`src/rtl/frame_scheduler.sv`:
```
// Sequences the core over NUM_FRAMES consecutive frames, then pulses debug_start; all outputs registered (1-cycle latency).
// Waits on core handshakes (start_clr_sys, intr_sys) with a per-state timeout; abort returns to IDLE.
module frame_scheduler #(
  parameter int ADDR_W     = 19,
  parameter int FRAME_STEP = 576,
  parameter int NUM_FRAMES = 16,
  parameter int CNT_W      = 8,
  parameter int TIMEOUT    = 1048576,
  parameter int TO_W       = 21
) (
  input  logic              clk_in,
  input  logic              rst_n,
  input  logic              go,
  input  logic              abort,
  input  logic [ADDR_W-1:0] base_addr,
  input  logic              start_clr_sys,
  input  logic              intr_sys,
  output logic              start_sys,
  output logic              intr_clr_sys,
  output logic [ADDR_W-1:0] start_music_addr,
  output logic              debug_start,
  output logic              busy,
  output logic              done,
  output logic              err_timeout,
  output logic [CNT_W-1:0]  frame_cnt
);

  typedef enum logic [2:0] {
    S_IDLE, S_ARM, S_RUN, S_CLR, S_NEXT, S_DUMP, S_DONE, S_ERR
  } state_t;

  state_t            r_state, w_state_nxt;
  logic              r_go_q, r_go_armed;
  logic [TO_W-1:0]   r_to_cnt;
  logic              r_start, r_clr, r_dbg, r_busy, r_done, r_err;
  logic [ADDR_W-1:0] r_addr;
  logic [CNT_W-1:0]  r_cnt;

  logic              w_go_rise, w_waiting, w_expired;
  logic              w_start_nxt, w_clr_nxt, w_dbg_nxt, w_done_nxt, w_err_nxt;
  logic [ADDR_W-1:0] w_addr_nxt;
  logic [CNT_W-1:0]  w_cnt_nxt;

  // A go level still high when reset releases must fall once before it can count as an edge.
  assign w_go_rise = go & ~r_go_q & r_go_armed;
  assign w_waiting = (r_state == S_ARM) || (r_state == S_RUN) || (r_state == S_CLR);
  assign w_expired = w_waiting && (r_to_cnt == TO_W'(TIMEOUT - 1));

  always_comb begin
    w_state_nxt = r_state;
    w_start_nxt = r_start;
    w_clr_nxt   = r_clr;
    w_dbg_nxt   = r_dbg;
    w_done_nxt  = r_done;
    w_err_nxt   = r_err;
    w_addr_nxt  = r_addr;
    w_cnt_nxt   = r_cnt;
    if (abort && (r_state != S_IDLE)) begin
      w_state_nxt = S_IDLE;
      w_start_nxt = 1'b0;
      w_clr_nxt   = 1'b0;
      w_dbg_nxt   = 1'b0;
      w_done_nxt  = 1'b0;
      w_err_nxt   = 1'b0;
    end else if (w_expired) begin
      w_state_nxt = S_ERR;
      w_start_nxt = 1'b0;
      w_clr_nxt   = 1'b0;
      w_err_nxt   = 1'b1;
    end else begin
      case (r_state)
        S_IDLE, S_DONE, S_ERR: begin
          if (w_go_rise) begin
            w_state_nxt = S_ARM;
            w_addr_nxt  = base_addr;
            w_cnt_nxt   = '0;
            w_done_nxt  = 1'b0;
            w_err_nxt   = 1'b0;
            w_start_nxt = 1'b1;
          end
        end
        S_ARM: begin
          if (start_clr_sys) begin
            w_state_nxt = S_RUN;
            w_start_nxt = 1'b0;
          end
        end
        S_RUN: begin
          if (intr_sys) begin
            w_state_nxt = S_CLR;
            w_clr_nxt   = 1'b1;
          end
        end
        S_CLR: begin
          if (!intr_sys) begin
            w_state_nxt = S_NEXT;
            w_clr_nxt   = 1'b0;
          end
        end
        S_NEXT: begin
          if (r_cnt == CNT_W'(NUM_FRAMES - 1)) begin
            w_state_nxt = S_DUMP;
            w_dbg_nxt   = 1'b1;
          end else begin
            w_state_nxt = S_ARM;
            w_cnt_nxt   = r_cnt + CNT_W'(1);
            w_addr_nxt  = r_addr + ADDR_W'(FRAME_STEP);
            w_start_nxt = 1'b1;
          end
        end
        S_DUMP: begin
          w_state_nxt = S_DONE;
          w_dbg_nxt   = 1'b0;
          w_done_nxt  = 1'b1;
        end
        default: w_state_nxt = S_IDLE;
      endcase
    end
  end

  always_ff @(posedge clk_in or negedge rst_n) begin
    if (!rst_n) begin
      r_state    <= S_IDLE;
      r_go_q     <= 1'b0;
      r_go_armed <= 1'b0;
      r_to_cnt   <= '0;
      r_start    <= 1'b0;
      r_clr      <= 1'b0;
      r_dbg      <= 1'b0;
      r_busy     <= 1'b0;
      r_done     <= 1'b0;
      r_err      <= 1'b0;
      r_addr     <= '0;
      r_cnt      <= '0;
    end else begin
      r_state    <= w_state_nxt;
      r_go_q     <= go;
      r_go_armed <= r_go_armed | ~go;
      r_to_cnt   <= (w_waiting && (w_state_nxt == r_state)) ? r_to_cnt + TO_W'(1) : '0;
      r_start    <= w_start_nxt;
      r_clr      <= w_clr_nxt;
      r_dbg      <= w_dbg_nxt;
      r_busy     <= !((w_state_nxt == S_IDLE) || (w_state_nxt == S_DONE) || (w_state_nxt == S_ERR));
      r_done     <= w_done_nxt;
      r_err      <= w_err_nxt;
      r_addr     <= w_addr_nxt;
      r_cnt      <= w_cnt_nxt;
    end
  end

  assign start_sys        = r_start;
  assign intr_clr_sys     = r_clr;
  assign debug_start      = r_dbg;
  assign busy             = r_busy;
  assign done             = r_done;
  assign err_timeout      = r_err;
  assign start_music_addr = r_addr;
  assign frame_cnt        = r_cnt;

endmodule

```
`config.mk`:
```
export PLATFORM = sky130hd
export DESIGN_NAME = frame_scheduler
export DESIGN_NICKNAME = d
export VERILOG_FILES = /design/src/rtl/frame_scheduler.sv
export SDC_FILE = /design/constraint.sdc
export NUM_CORES = 1
export LEC_CHECK = 0
export ABC_CLOCK_PERIOD_IN_PS = 2900
export CORE_ASPECT_RATIO = 2
export CORE_MARGIN = 5
export CORE_UTILIZATION = 53
export DETAILED_ROUTE_END_ITERATION = 10
export PLACE_DENSITY = 0.8
export SLEW_MARGIN = 20
export SYNTH_ARGS = -nofsm -noshare
export SYNTH_HDL_FRONTEND = slang
export SYNTH_SLANG_ARGS = --single-unit
export TNS_END_PERCENT = 10
```
`constraint.sdc`:
```
create_clock -name clk_in -period 2.9 [get_ports clk_in]
set_input_delay 0.58 -clock clk_in [delete_from_list [all_inputs] [get_ports clk_in]]
set_output_delay 0.58 -clock clk_in [all_outputs]
set_load 0.02 [all_outputs]
```
---- Word-level counts from Yosys, hierarchy flattened ----
Cells that the tools add are included.
storage, ports and cells
  register bits ........................... 59
  input bits .............................. 25
  word-level logic and storage cells ...... 106
  output and inout port bits .............. 33
cells by class
  bitwise logic cells ..................... 7
  add/subtract/negate cells ............... 3
  equal/unequal tests ..................... 22
  multiplexer cells ....................... 37
  reduce and logical (&&, ||, !) cells .... 25
operators by type and width
  operator                                                count
  2-to-1 mux 19 bit                                       2
  case mux 19 bit (2 select lines)                        1
  adder 21 x 1 -> 21 bit (second input constant)          1
  == test 21 x 20 -> 1 bit (second input constant)        1
  2-to-1 mux 21 bit                                       1
  2-to-1 mux 3 bit                                        7
  adder 19 x 10 -> 19 bit (second input constant)         1
  == test 3 bit (second input constant)                   6
  2-to-1 mux 1 bit                                        18
  case mux 3 bit (6 select lines)                         1
  2-to-1 mux 8 bit                                        2
  case mux 8 bit (2 select lines)                         1
  nonzero test 3 bit                                      5
  inequality test 4 x 3 -> 1 bit (second input constant)  3
  AND reduction 3 bit                                     3
  adder 8 x 1 -> 8 bit (second input constant)            1
  == test 8 x 4 -> 1 bit (second input constant)          1
  inequality test 4 bit (second input constant)           2
  == test 3 x 2 -> 1 bit (second input constant)          2
  zero test 3 bit                                         2
  inequality test 3 bit (second input constant)           2
  case mux 1 bit (2 select lines)                         3
  AND reduction 5 bit                                     1
  nonzero test 5 bit                                      1
  other kinds (16)                                        26

---- Longest topological paths before layout ----
Gate-level depths: netlist of run 1.
  depth in word-level cells ............... 11
  mapped depth ............................ 8
  gate-level depth less buffers ........... 6

---- Worst setup path after synthesis of run 1 ----
Ideal clock, no wire load.
  kind .................................... flip-flop to flip-flop
  start ................................... register r_to_cnt[0]
  end ..................................... register r_to_cnt[10]
  library setup time ...................... 134 ps
  required time ........................... 2766 ps
  period minus slack after synthesis ...... 2180 ps
  setup slack ............................. 720 ps
  buffers on the path ..................... 1
  arrival ................................. 2046 ps
  cell stages (with the launch flop) ...... 8
  cell sequence ........................... dfrtp_1 -> ha_1 -> nand2_1 -> or4_1 -> or3_4 -> a211oi_2 -> buf_6 -> nor3_1
on the way
  word-level cells in the longest chain between the ends .. 7
  elaborated cells between the ends (all ways) .. 8
  those cells by class .................... 1 x add/sub; 2 x eq/ne; 3 x mux; 2 x reduce/logical
RTL lines
  item                      line  RTL
  start: declaration        34    logic [TO_W-1:0] r_to_cnt;
  start signal: assignment  139   r_to_cnt <= (w_waiting && (w_state_nxt == r_state)) ? r_to_cnt + TO_W'(1) : '0;
  == test 21 x 20 -> 1 bit  47    assign w_expired = w_waiting && (r_to_cnt == TO_W'(TIMEOUT - 1));
  logical AND 1 bit         47
  2-to-1 mux 3 bit          65    end else if (w_expired) begin
  2-to-1 mux 3 bit          58    if (abort && (r_state != S_IDLE)) begin
  == test 3 bit             139
  logical AND 1 bit         139
  2-to-1 mux 21 bit (*)     139
Mark *: on every way between the ends. The rest lies on a longest branch, timed or not.
A chain may end at the register's enable or synchronous reset.

---- Worst setup path after layout of run 1 ----
  start ................................... register r_to_cnt[0]
  end ..................................... register r_to_cnt[15]
The elaborated chain is that of the path after synthesis.

==> results.py, run 1 <==
metrics = {
    "grt": {
        "grt-busiest-layer": "met2",
        "gr-usage-met1_pct": 24.7,
        "grt_overflow_total": 0,
        "grt_pass1_wl_mm": 14.8,
        "grt_pass1_vias": 3117,
        "use_met2_pct": 45.0,
        "use_met3_pct": 4.36,
        "grt_max_degree": 34,
        "antenna_found_initial": 0,
        "grt_usage_pct": 24.3,
    },
    "worst_setup_path": {
        "cp-end-kind": "register",
        "rrSetupSlack_ps": 470,
        "cp_max_fo": 21,
        "start_kind": "register",
        "worst-setup-path-type": "register to register",
        "worstPathArrival_ps": 2640,
        "critPathRequiredTime_ps": 3100,
    },
    "timing": {
        "setup_tns_ps": 0,
        "worst_slew_pin_slew_ps": 787,
        "rsz0062_at_grt": "no",
        "layout_min_cycle_time_ps": 2430,
        "final-hold-violation-count": 0,
        "period_share_pct": 84.0,
        "max_slew_margin_pct": 47.5,
        "fmax_mhz": 411,
        "finalMaxSlewViolations": 0,
        "finalSetupViolCount": 0,
        "finalClockSkew_ps": 5.94,
    },
    "placed_design": {
        "dp_hpwl_mm": 6.43,
        "io_buffers": 57,
        "dp.cells": 470,
        "place.gp.congestion": 0.995,
    },
    "floorplanning": {
        "ios": 58,
        "die_height_microns": 121,
        "coreArea_sq_um": 6010,
        "chipWidth_microns": 65.5,
        "initial_core_util_pct": 54.3,
        "die-area_sq_um": 7920,
        "placementRows": 40,
    },
    "routing": {
        "drcViolationCount": 0,
        "drt-total-wl_mm": 9.01,
        "first_pass_iters": 5,
        "wl_per_cell_microns": 18.5,
        "ant_nets": 0,
        "drt_iter0_drc": 218,
        "via_count": 3086,
        "viasPerCell": 6.35,
    },
    "yosys": {
        "synthCells": 357,
        "ys_seq_area_share_pct": 45.2,
        "synth.avg_cell_area_sq_um": 9.14,
        "yosysWarnings": 0,
        "ys_types": 56,
        "synth_area_sq_um": 3260,
        "yosys-top-cells-area": "dfrtp_1 (45%), nor3_1 (4.4%), nand2_1 (4.3%), xnor2_1 (3.5%), a21oi_1 (3.1%)",
        "synth_top_area_share_pct": 45.2,
        "yosys.area.top_type": "dfrtp_1",
        "synth_ff_type": "dfrtp_1",
        "async_flop_share_pct": 100,
        "ys_seq_elements": 59,
        "synth-edff-count": 0,
        "syn-num-nets": 385,
    },
    "clocking": {
        "cts_hold_buf": 0,
        "cts.htree.levels": 3,
        "clock_latency_ps": 330,
        "cts_max_path_buffers": 2,
        "cts_buffers": 9,
        "cts_setup_buffers": 0,
        "cts_resized": 0,
        "clock-root-buffer": "clkbuf_16",
        "cts_num_sinks": 59,
        "path_clk_slew_ps": 50,
        "cts_tree": "done",
    },
    "finish": {
        "diodes": 0,
        "multi_input_area_sq_um": 1660,
        "nets": 446,
        "post-route-util_pct": 70.2,
        "fin_cells": 486,
        "layout-drive-gt1-share_pct": 8.98,
        "fillers": 483,
        "area_growth_pct": 29.1,
        "seq_area_sq_um": 1480,
    },
    "hold_path": {
        "hold_class": "primary input to async pin",
    },
    "power": {
        "irDropWorstVdd_v": 0.000557,
        "power.leakage_nw": 1.68,
        "p_per_area_nw_per_um2": 920,
    },
    "run": {
        "cap_violations": 0,
    },
    "outcome": {
        "status": "finished clean",
    },
}
## cells in the mapped netlist (6+ instances only)
| master | instances |
|---|---|
| dfrtp_1 | 59 |
| nand2_1 | 37 |
| nor3_1 | 29 |
| a21oi_1 | 20 |
| nand3_1 | 19 |
| nor2_1 | 19 |
| o21ai_0 | 17 |
| clkbuf_1 | 14 |
| xnor2_1 | 13 |
| a31oi_1 | 12 |
| inv_1 | 10 |
| or4_1 | 10 |
| o31ai_1 | 8 |
| xor2_1 | 6 |
## layer usage
metal | share of wire [%] | up-vias
met3 | 4.2 | 27
li1 | - | 1465
met4 | 3.6 | 0
met2 | 56 | 104
met1 | 36 | 1490
met5 | 0 | -
## worst paths after layout
kind / startpoint / to / depth (start not counted)
worst min register to register: start_music_addr[3] / start_music_addr[3] / 2
worst min-delay path: rst_n / start_music_addr[18] / 1
max in group asynchronous: rst_n / r_to_cnt[7] / 2
worst max-delay path: r_to_cnt[0] / r_to_cnt[15] / 7
min in group clk_in: start_music_addr[3] / start_music_addr[3] / 2
worst max register to register: r_to_cnt[0] / r_to_cnt[15] / 7
## final cells by class
class                   instances  share of cell area [%]
clock buffers                  10                    5.43
clock inverters                 6                    1.90
inverters                      10                   0.891
multi-input cells             270                    39.5
flip-flops and latches         59                    35.0
well taps                      63                    1.87
repair buffers                 68                    15.4
## critical path, stage by stage, from the launching register on
cell	delay [ps]
dfrtp_1	410
ha_1	250
nand2_1	140
or4_1	490
or3_4	450
a211oi_2	180
buf_4	270
nor3_1	100
## stage by stage
step | hold WS [ps] | setup slack [ps] | power [mW] | area, sq um
6_report | 333 | 465 | 3.88 | 4210
5_1_grt | 390 | 276 | 4.09 | 4210
4_1_cts | 347 | 450 | 3.90 | 4210
3_5_place_dp | 463 | 222 | 2.77 | 3910
3_3_place_gp | 457 | 281 | 2.73 | 3910
2_1_floorplan | 284 | 720 | 2.13 | 3260
## sequential cells by signal (all words and copies together) (netlist names)
register          flops
r_to_cnt             21
start_music_addr     19
frame_cnt             8
r_state               3
busy                  1
debug_start           1
done                  1
err_timeout           1
intr_clr_sys          1
r_go_armed            1
r_go_q                1
start_sys             1
## placed cells by master, fill, tap and decap left out, types with 2 or more instances in the layout
| master | synthesis | layout |
|---|---|---|
| mux2i_1 | 3 | 3 |
| nand2_1 | 37 | 37 |
| nand3_1 | 19 | 19 |
| nor3b_1 | 4 | 4 |
| a31oi_1 | 12 | 12 |
| xor2_1 | 6 | 6 |
| nor2_1 | 19 | 19 |
| o21ai_0 | 17 | 16 |
| clkinv_2 | 0 | 4 |
| nor4_1 | 3 | 3 |
| ha_1 | 3 | 3 |
| o31ai_1 | 8 | 8 |
| a21o_1 | 2 | 2 |
| a21boi_0 | 3 | 3 |
| and4b_1 | 2 | 2 |
| buf_4 | 0 | 11 |
| clkbuf_16 | 0 | 9 |
| clkdlybuf4s50_1 | 0 | 56 |
| a211o_1 | 2 | 2 |
| or3_1 | 2 | 2 |
| or2_2 | 3 | 3 |
| and2_1 | 2 | 2 |
| xnor2_1 | 13 | 13 |
| nand3b_1 | 2 | 2 |
| bufinv_16 | 0 | 2 |
| a21oi_1 | 20 | 20 |
| o32ai_1 | 4 | 4 |
| inv_1 | 10 | 10 |
| or4_1 | 10 | 10 |
| nand4_1 | 5 | 5 |
| o22ai_1 | 5 | 5 |
| a221o_1 | 2 | 2 |
| and4_1 | 3 | 3 |
| nor3_1 | 29 | 29 |
| nand2b_1 | 4 | 4 |
| and3_1 | 5 | 5 |
| dfrtp_1 | 59 | 59 |
## report_power, final
part | total [mW] | internal, mW | switching [mW] | leakage [nW]
clock network | 1.10 | 0.744 | 0.361 | 0.156
logic | 1.50 | 0.639 | 0.856 | 0.757
registers | 1.28 | 1.02 | 0.255 | 0.766
total | 3.88 | 2.41 | 1.47 | 1.68
## cell families (layout without fill, tap and decap cells)
logic type / count (synthesis) / count (layout) / synth area share (%)
AOI/OAI and AO/OA: 90 / 90 / 18.4
xor gates and xnor gates: 19 / 19 / 5.10
adders and majority gates: 4 / 4 / 1.46
buffers and inverters: 28 / 94 / 3.76
DFF: 59 / 59 / 45.2
muxes: 3 / 3 / 0.920
and+or+nand+nor: 154 / 154 / 25.1
Power figures use the tool's default switching activity.
==> run 2, diff against run 1 <==
ABC_CLOCK_PERIOD_IN_PS = 2400   (was 2900)
clock period = 2.4 ns   (was 2.9 ns; I/O delays follow)
==> run 2 against run 1 <==
Worst setup slack lost 330 ps. Highest routed layer unchanged. Critical endpoint unchanged. Die area is the same. First-iteration DRC count shrank 7.8%.
==> results.py, run 2 (synthesis results as in run 1) <==
metrics = {
    "clocking": {
        "cts_max_path_buffers": 2,
        "path_clk_slew_ps": 50,
        "clock_latency_ps": 330,
        "cts_hold_buf": 0,
        "cts_buffers": 9,
        "cts_num_sinks": 59,
        "cts.htree.levels": 3,
        "cts_tree": "done",
        "clock-root-buffer": "clkbuf_16",
    },
    "grt": {
        "use_met3_pct": 5.75,
        "grt_pass1_vias": 3380,
        "grt-busiest-layer": "met2",
        "grt_overflow_total": 0,
        "use_met2_pct": 46.8,
        "gr-usage-met1_pct": 25.4,
        "grt_max_degree": 60,
        "grt_pass1_wl_mm": 15.6,
        "antenna_found_initial": 0,
        "grt_usage_pct": 26.0,
    },
    "routing": {
        "wl_per_cell_microns": 18.2,
        "drcViolationCount": 0,
        "drt_iter0_drc": 201,
        "ant_nets": 0,
        "via_count": 3292,
        "first_pass_iters": 4,
        "viasPerCell": 6.15,
        "drt-total-wl_mm": 9.73,
    },
    "timing": {
        "setup_tns_ps": 0,
        "max_slew_margin_pct": 48.7,
        "finalClockSkew_ps": 7.02,
        "layout_min_cycle_time_ps": 2260,
        "period_share_pct": 94.2,
        "fmax_mhz": 442,
        "fin_ws_ps": 139,
        "finalMaxSlewViolations": 0,
        "worst_slew_pin_slew_ps": 770,
        "final-hold-violation-count": 0,
        "hold-worst-slack_ps": 295,
        "finalSetupViolCount": 0,
        "rsz0062_at_grt": "no",
    },
    "placed_design": {
        "place_ws_ps": -489,
        "place.gp.congestion": 0.981,
        "dp.cells": 517,
        "dp_hpwl_mm": 6.94,
        "io_buffers": 57,
    },
    "worst_setup_path": {
        "critPathTopFamily": "buffers and inverters",
        "worst-setup-path-type": "primary input to register",
        "cp_num_buf_inv": 3,
        "cp-end-kind": "register",
        "worstPathArrival_ps": 2500,
        "reg2reg_to": "frame_cnt[5]",
        "r2r_start": "frame_cnt[0]",
        "cp.depth": 8,
        "reg2reg_depth": 6,
        "cp_max_fo": 7,
        "start_kind": "primary input",
        "crit_path_top_delay_cell": "a2111oi_4",
        "rrSetupSlack_ps": 150,
        "max_stage_delay_ps": 550,
        "critPathRequiredTime_ps": 2630,
        "worstPathCellList": "clkdlybuf4s50_1 > buf_4 > nor2b_1 > o22ai_1 > a2111oi_4 > a211oi_4 > buf_4 > nor3_1",
        "critPathCapture": "r_to_cnt[15]",
        "cp-startpoint": "abort",
        "path_common_cell": "buf_4",
    },
    "hold_path": {
        "hold_class": "primary input to async pin",
    },
    "floorplanning": {
        "initial_core_util_pct": 54.3,
        "die-area_sq_um": 7920,
        "die_height_microns": 121,
        "chipWidth_microns": 65.5,
        "coreArea_sq_um": 6010,
        "placementRows": 40,
        "ios": 58,
    },
    "finish": {
        "largest-register": "r_to_cnt",
        "fin_cells": 535,
        "layout-drive-gt1-share_pct": 18.9,
        "diodes": 0,
        "most-common-layout-cells": "dfrtp_1 (59), buf_4 (59), clkdlybuf4s50_1 (56)",
        "largest_reg_flops": 21,
        "nets": 497,
        "fillers": 421,
        "area_growth_pct": 42.5,
    },
    "power": {
        "p_per_area_nw_per_um2": 1050,
        "finalPower_mw": 4.87,
        "irDropWorstVdd_v": 0.000723,
        "power.leakage_nw": 1.94,
    },
    "outcome": {
        "status": "finished clean",
    },
    "run": {
        "cap_violations": 0,
    },
}
[run 2: layer usage]
metal / wire length, microns / vias up
met3: 379 / 45
met2: 5310 / 111
met1: 3470 / 1579
met5: 0 / -
met4: 575 / 0
li1: - / 1557
[run 2: final cells by class]
class	count	area (sq um)	share of cell area, %
Multi-Input combinational cell	271	1730	37.1
Sequential cell	59	1480	31.8
Timing Repair Buffer	118	1050	22.6
Clock buffer	11	243	5.22
Tap cell	63	78.8	1.70
Clock inverter	3	40.0	0.861
Inverter	10	37.5	0.807
[run 2: timing repair]
action	CTS	global route
setup endpoints to repair	21	13
pin swaps	1	2
setup buffers	2	1
gates cloned	1	0
resized for setup	6	0
[run 2: report_power, final]
group / internal (mW) / switching, mW / total [mW] / leakage [nW]
registers: 1.24 / 0.258 / 1.50 / 0.766
clock network: 0.814 / 0.421 / 1.23 / 0.141
logic: 0.971 / 1.16 / 2.14 / 1.03
total: 3.02 / 1.84 / 4.87 / 1.94
[run 2: worst min path at each step]
stage	cells past startpoint	end	slack (ps)
after floorplan	0	busy	180
after global placement	2	start_music_addr[1]	460
after detailed placement	2	start_music_addr[3]	460
after CTS	2	err_timeout	330
after global routing	2	start_music_addr[6]	360
final	2	start_music_addr[6]	300
[run 2: through the flow]
stage | instance area, sq um | utilization, %
after CTS | 4630 | 77.1
after detailed placement | 4280 | 71.2
after global routing | 4650 | 77.4
after floorplan | 3260 | -
after global placement | 4270 | 71.1
final | 4650 | 77.4
==> run 3, diff against run 2 <==
ABC_AREA = 1   (was unset)
CORE_UTILIZATION = 54   (was 53)
PLACE_DENSITY = 0.81   (was 0.8)
==> run 3 against run 2 <==
Combinational power up 14%. Design area down 2.5%. Sequential power about the same. Synthesized cell count up 23%. First-iteration DRC count up 1.5%. Global-route usage down 2.7 points. Die area up 5.2%. Critical path type is now register to register.
==> results.py, run 3 <==
metrics = {
    "timing": {
        "layout_min_cycle_time_ps": 2110,
        "max_slew_margin_pct": 70.2,
        "final-hold-violation-count": 0,
        "hold-worst-slack_ps": 142,
        "finalSetupViolCount": 0,
        "rsz0062_at_grt": "no",
        "period_share_pct": 87.9,
        "finalClockSkew_ps": 6.53,
        "worst_slew_pin_slew_ps": 444,
        "fmax_mhz": 474,
        "setup_tns_ps": 0,
        "finalMaxSlewViolations": 0,
    },
    "hold_path": {
        "hold_class": "primary input to async pin",
    },
    "yosys": {
        "synth_area_sq_um": 3520,
        "synth.avg_cell_area_sq_um": 8.02,
        "yosysMostFrequentCell": "nand2_1",
        "ys_types": 37,
        "synth_top_area_share_pct": 41.9,
        "yosys.area.top_type": "dfrtp_1",
        "syn-num-nets": 467,
        "ys_seq_area_share_pct": 41.9,
        "synthCells": 439,
        "netlist_top_cells_count": "nand2_1 (114), dfrtp_1 (59), inv_1 (43), nor2_1 (39), nand3_1 (37)",
        "synth-edff-count": 0,
        "async_flop_share_pct": 100,
        "ys_seq_elements": 59,
        "yosysWarnings": 0,
        "yosys-top-cells-area": "dfrtp_1 (42%), nand2_1 (12%), nor3_2 (5.7%), nand3_1 (5.3%), inv_1 (4.6%)",
        "synth_ff_type": "dfrtp_1",
    },
    "clocking": {
        "cts_buffers": 9,
        "cts_hold_buf": 0,
        "cts_resized": 0,
        "cts.htree.levels": 3,
        "cts_tree": "done",
        "path_clk_slew_ps": 50,
        "clock-root-buffer": "clkbuf_16",
        "cts_setup_buffers": 0,
        "clock_latency_ps": 330,
        "cts_max_path_buffers": 2,
        "cts_num_sinks": 59,
    },
    "power": {
        "power.leakage_nw": 1.99,
        "irDropWorstVdd_v": 0.00105,
        "p_per_area_nw_per_um2": 1170,
        "finalPower_mw": 5.31,
    },
    "routing": {
        "viasPerCell": 5.29,
        "drcViolationCount": 0,
        "drt-total-wl_mm": 8.78,
        "drt_iter0_drc": 204,
        "via_count": 3156,
        "first_pass_iters": 4,
        "wl_per_cell_microns": 14.7,
        "ant_nets": 0,
    },
    "floorplanning": {
        "die-area_sq_um": 8330,
        "coreArea_sq_um": 6310,
        "die_height_microns": 124,
        "chipWidth_microns": 67.1,
        "ios": 58,
        "initial_core_util_pct": 55.8,
        "placementRows": 41,
    },
    "worst_setup_path": {
        "start_kind": "register",
        "cp_max_fo": 21,
        "worstPathArrival_ps": 2310,
        "critPathRequiredTime_ps": 2600,
        "worst-setup-path-type": "register to register",
        "rrSetupSlack_ps": 290,
        "cp-end-kind": "register",
    },
    "grt": {
        "grt_usage_pct": 23.4,
        "antenna_found_initial": 0,
        "grt_pass1_wl_mm": 14.6,
        "grt_pass1_vias": 3253,
        "grt_max_degree": 60,
        "grt_overflow_total": 0,
    },
    "placed_design": {
        "io_buffers": 57,
        "place_area_sq_um": 4200,
        "place.gp.congestion": 0.882,
        "dp_hpwl_mm": 6.45,
    },
    "run": {
        "cap_violations": 0,
    },
    "finish": {
        "largest_reg_flops": 21,
        "mostFrequentLayoutCell": "nand2_1",
        "final_cell_area_sq_um": 4530,
        "largest-register": "r_to_cnt",
        "area_growth_pct": 28.7,
        "most-common-layout-cells": "nand2_1 (114), dfrtp_1 (59), clkdlybuf4s50_1 (56)",
        "nets": 534,
        "layout-drive-gt1-share_pct": 16.2,
        "diodes": 0,
    },
    "outcome": {
        "status": "finished clean",
    },
}
==> run 3: stage by stage <==
stage	utilization (%)	cells	setup slack, ps
after floorplan	-	439	527
after global placement	66.6	581	222
after detailed placement	66.6	581	190
after CTS	71.8	597	289
after global routing	71.8	597	154
final	71.8	597	291
==> run 3: metal layers <==
metal | global-route usage, % | part of all wire (%) | up-vias
li1 | - | - | 1562
met1 | 23.2 | 36 | 1487
met2 | 42.7 | 55 | 80
met3 | 4.96 | 3.7 | 27
met4 | 14.0 | 4.8 | 0
met5 | 0 | 0 | -
==> run 3: path summary, 6_finish.rpt <==
check,start,cells after the start,endpoint
min in group clk_in,r_go_armed,1,r_go_armed
worst max register to register,r_to_cnt[1],11,r_to_cnt[9]
worst max-delay path,r_to_cnt[1],11,r_to_cnt[9]
worst min-delay path,rst_n,2,start_music_addr[10]
max in group asynchronous,rst_n,2,r_to_cnt[18]
worst min register to register,r_go_armed,1,r_go_armed
==> run 3: cell type report <==
cell class	count	area (sq um)
clock buffer	12	256
clock inverter	4	72.6
fill	519	1780
inverter	49	186
multi-input combinational	320	1770
sequential	59	1480
tap	86	108
timing repair buffer	67	666
==> run 3: kinds of logic after synthesis <==
family                   count (synthesis)  synth area share (%)
buffers and inverters                   60                  7.85
AO/OA/AOI/OAI                           43                  7.78
AND/OR/NAND/NOR                        253                  36.1
XOR/XNOR                                21                  5.22
flip-flops                              59                  41.9
adder cells (fa/ha/maj)                  3                  1.07
==> run 3: power by group <==
| part | total, mW | leakage [nW] | switching (mW) | internal, mW |
|---|---|---|---|---|
| clock network | 1.40 | 0.159 | 0.440 | 0.962 |
| logic | 2.44 | 1.06 | 1.52 | 0.919 |
| registers | 1.47 | 0.772 | 0.240 | 1.23 |
| total | 5.31 | 1.99 | 2.20 | 3.11 |
==> run 3: critical path, cell delays in order (launching register included) <==
cell	delay (ps)
dfrtp_1	390
ha_1	220
nand2_2	80
nor2_4	150
nand2_2	110
nor2_4	160
nand3_4	130
nand2_1	110
nand2_1	100
nand3_1	110
buf_4	320
nor3_2	80
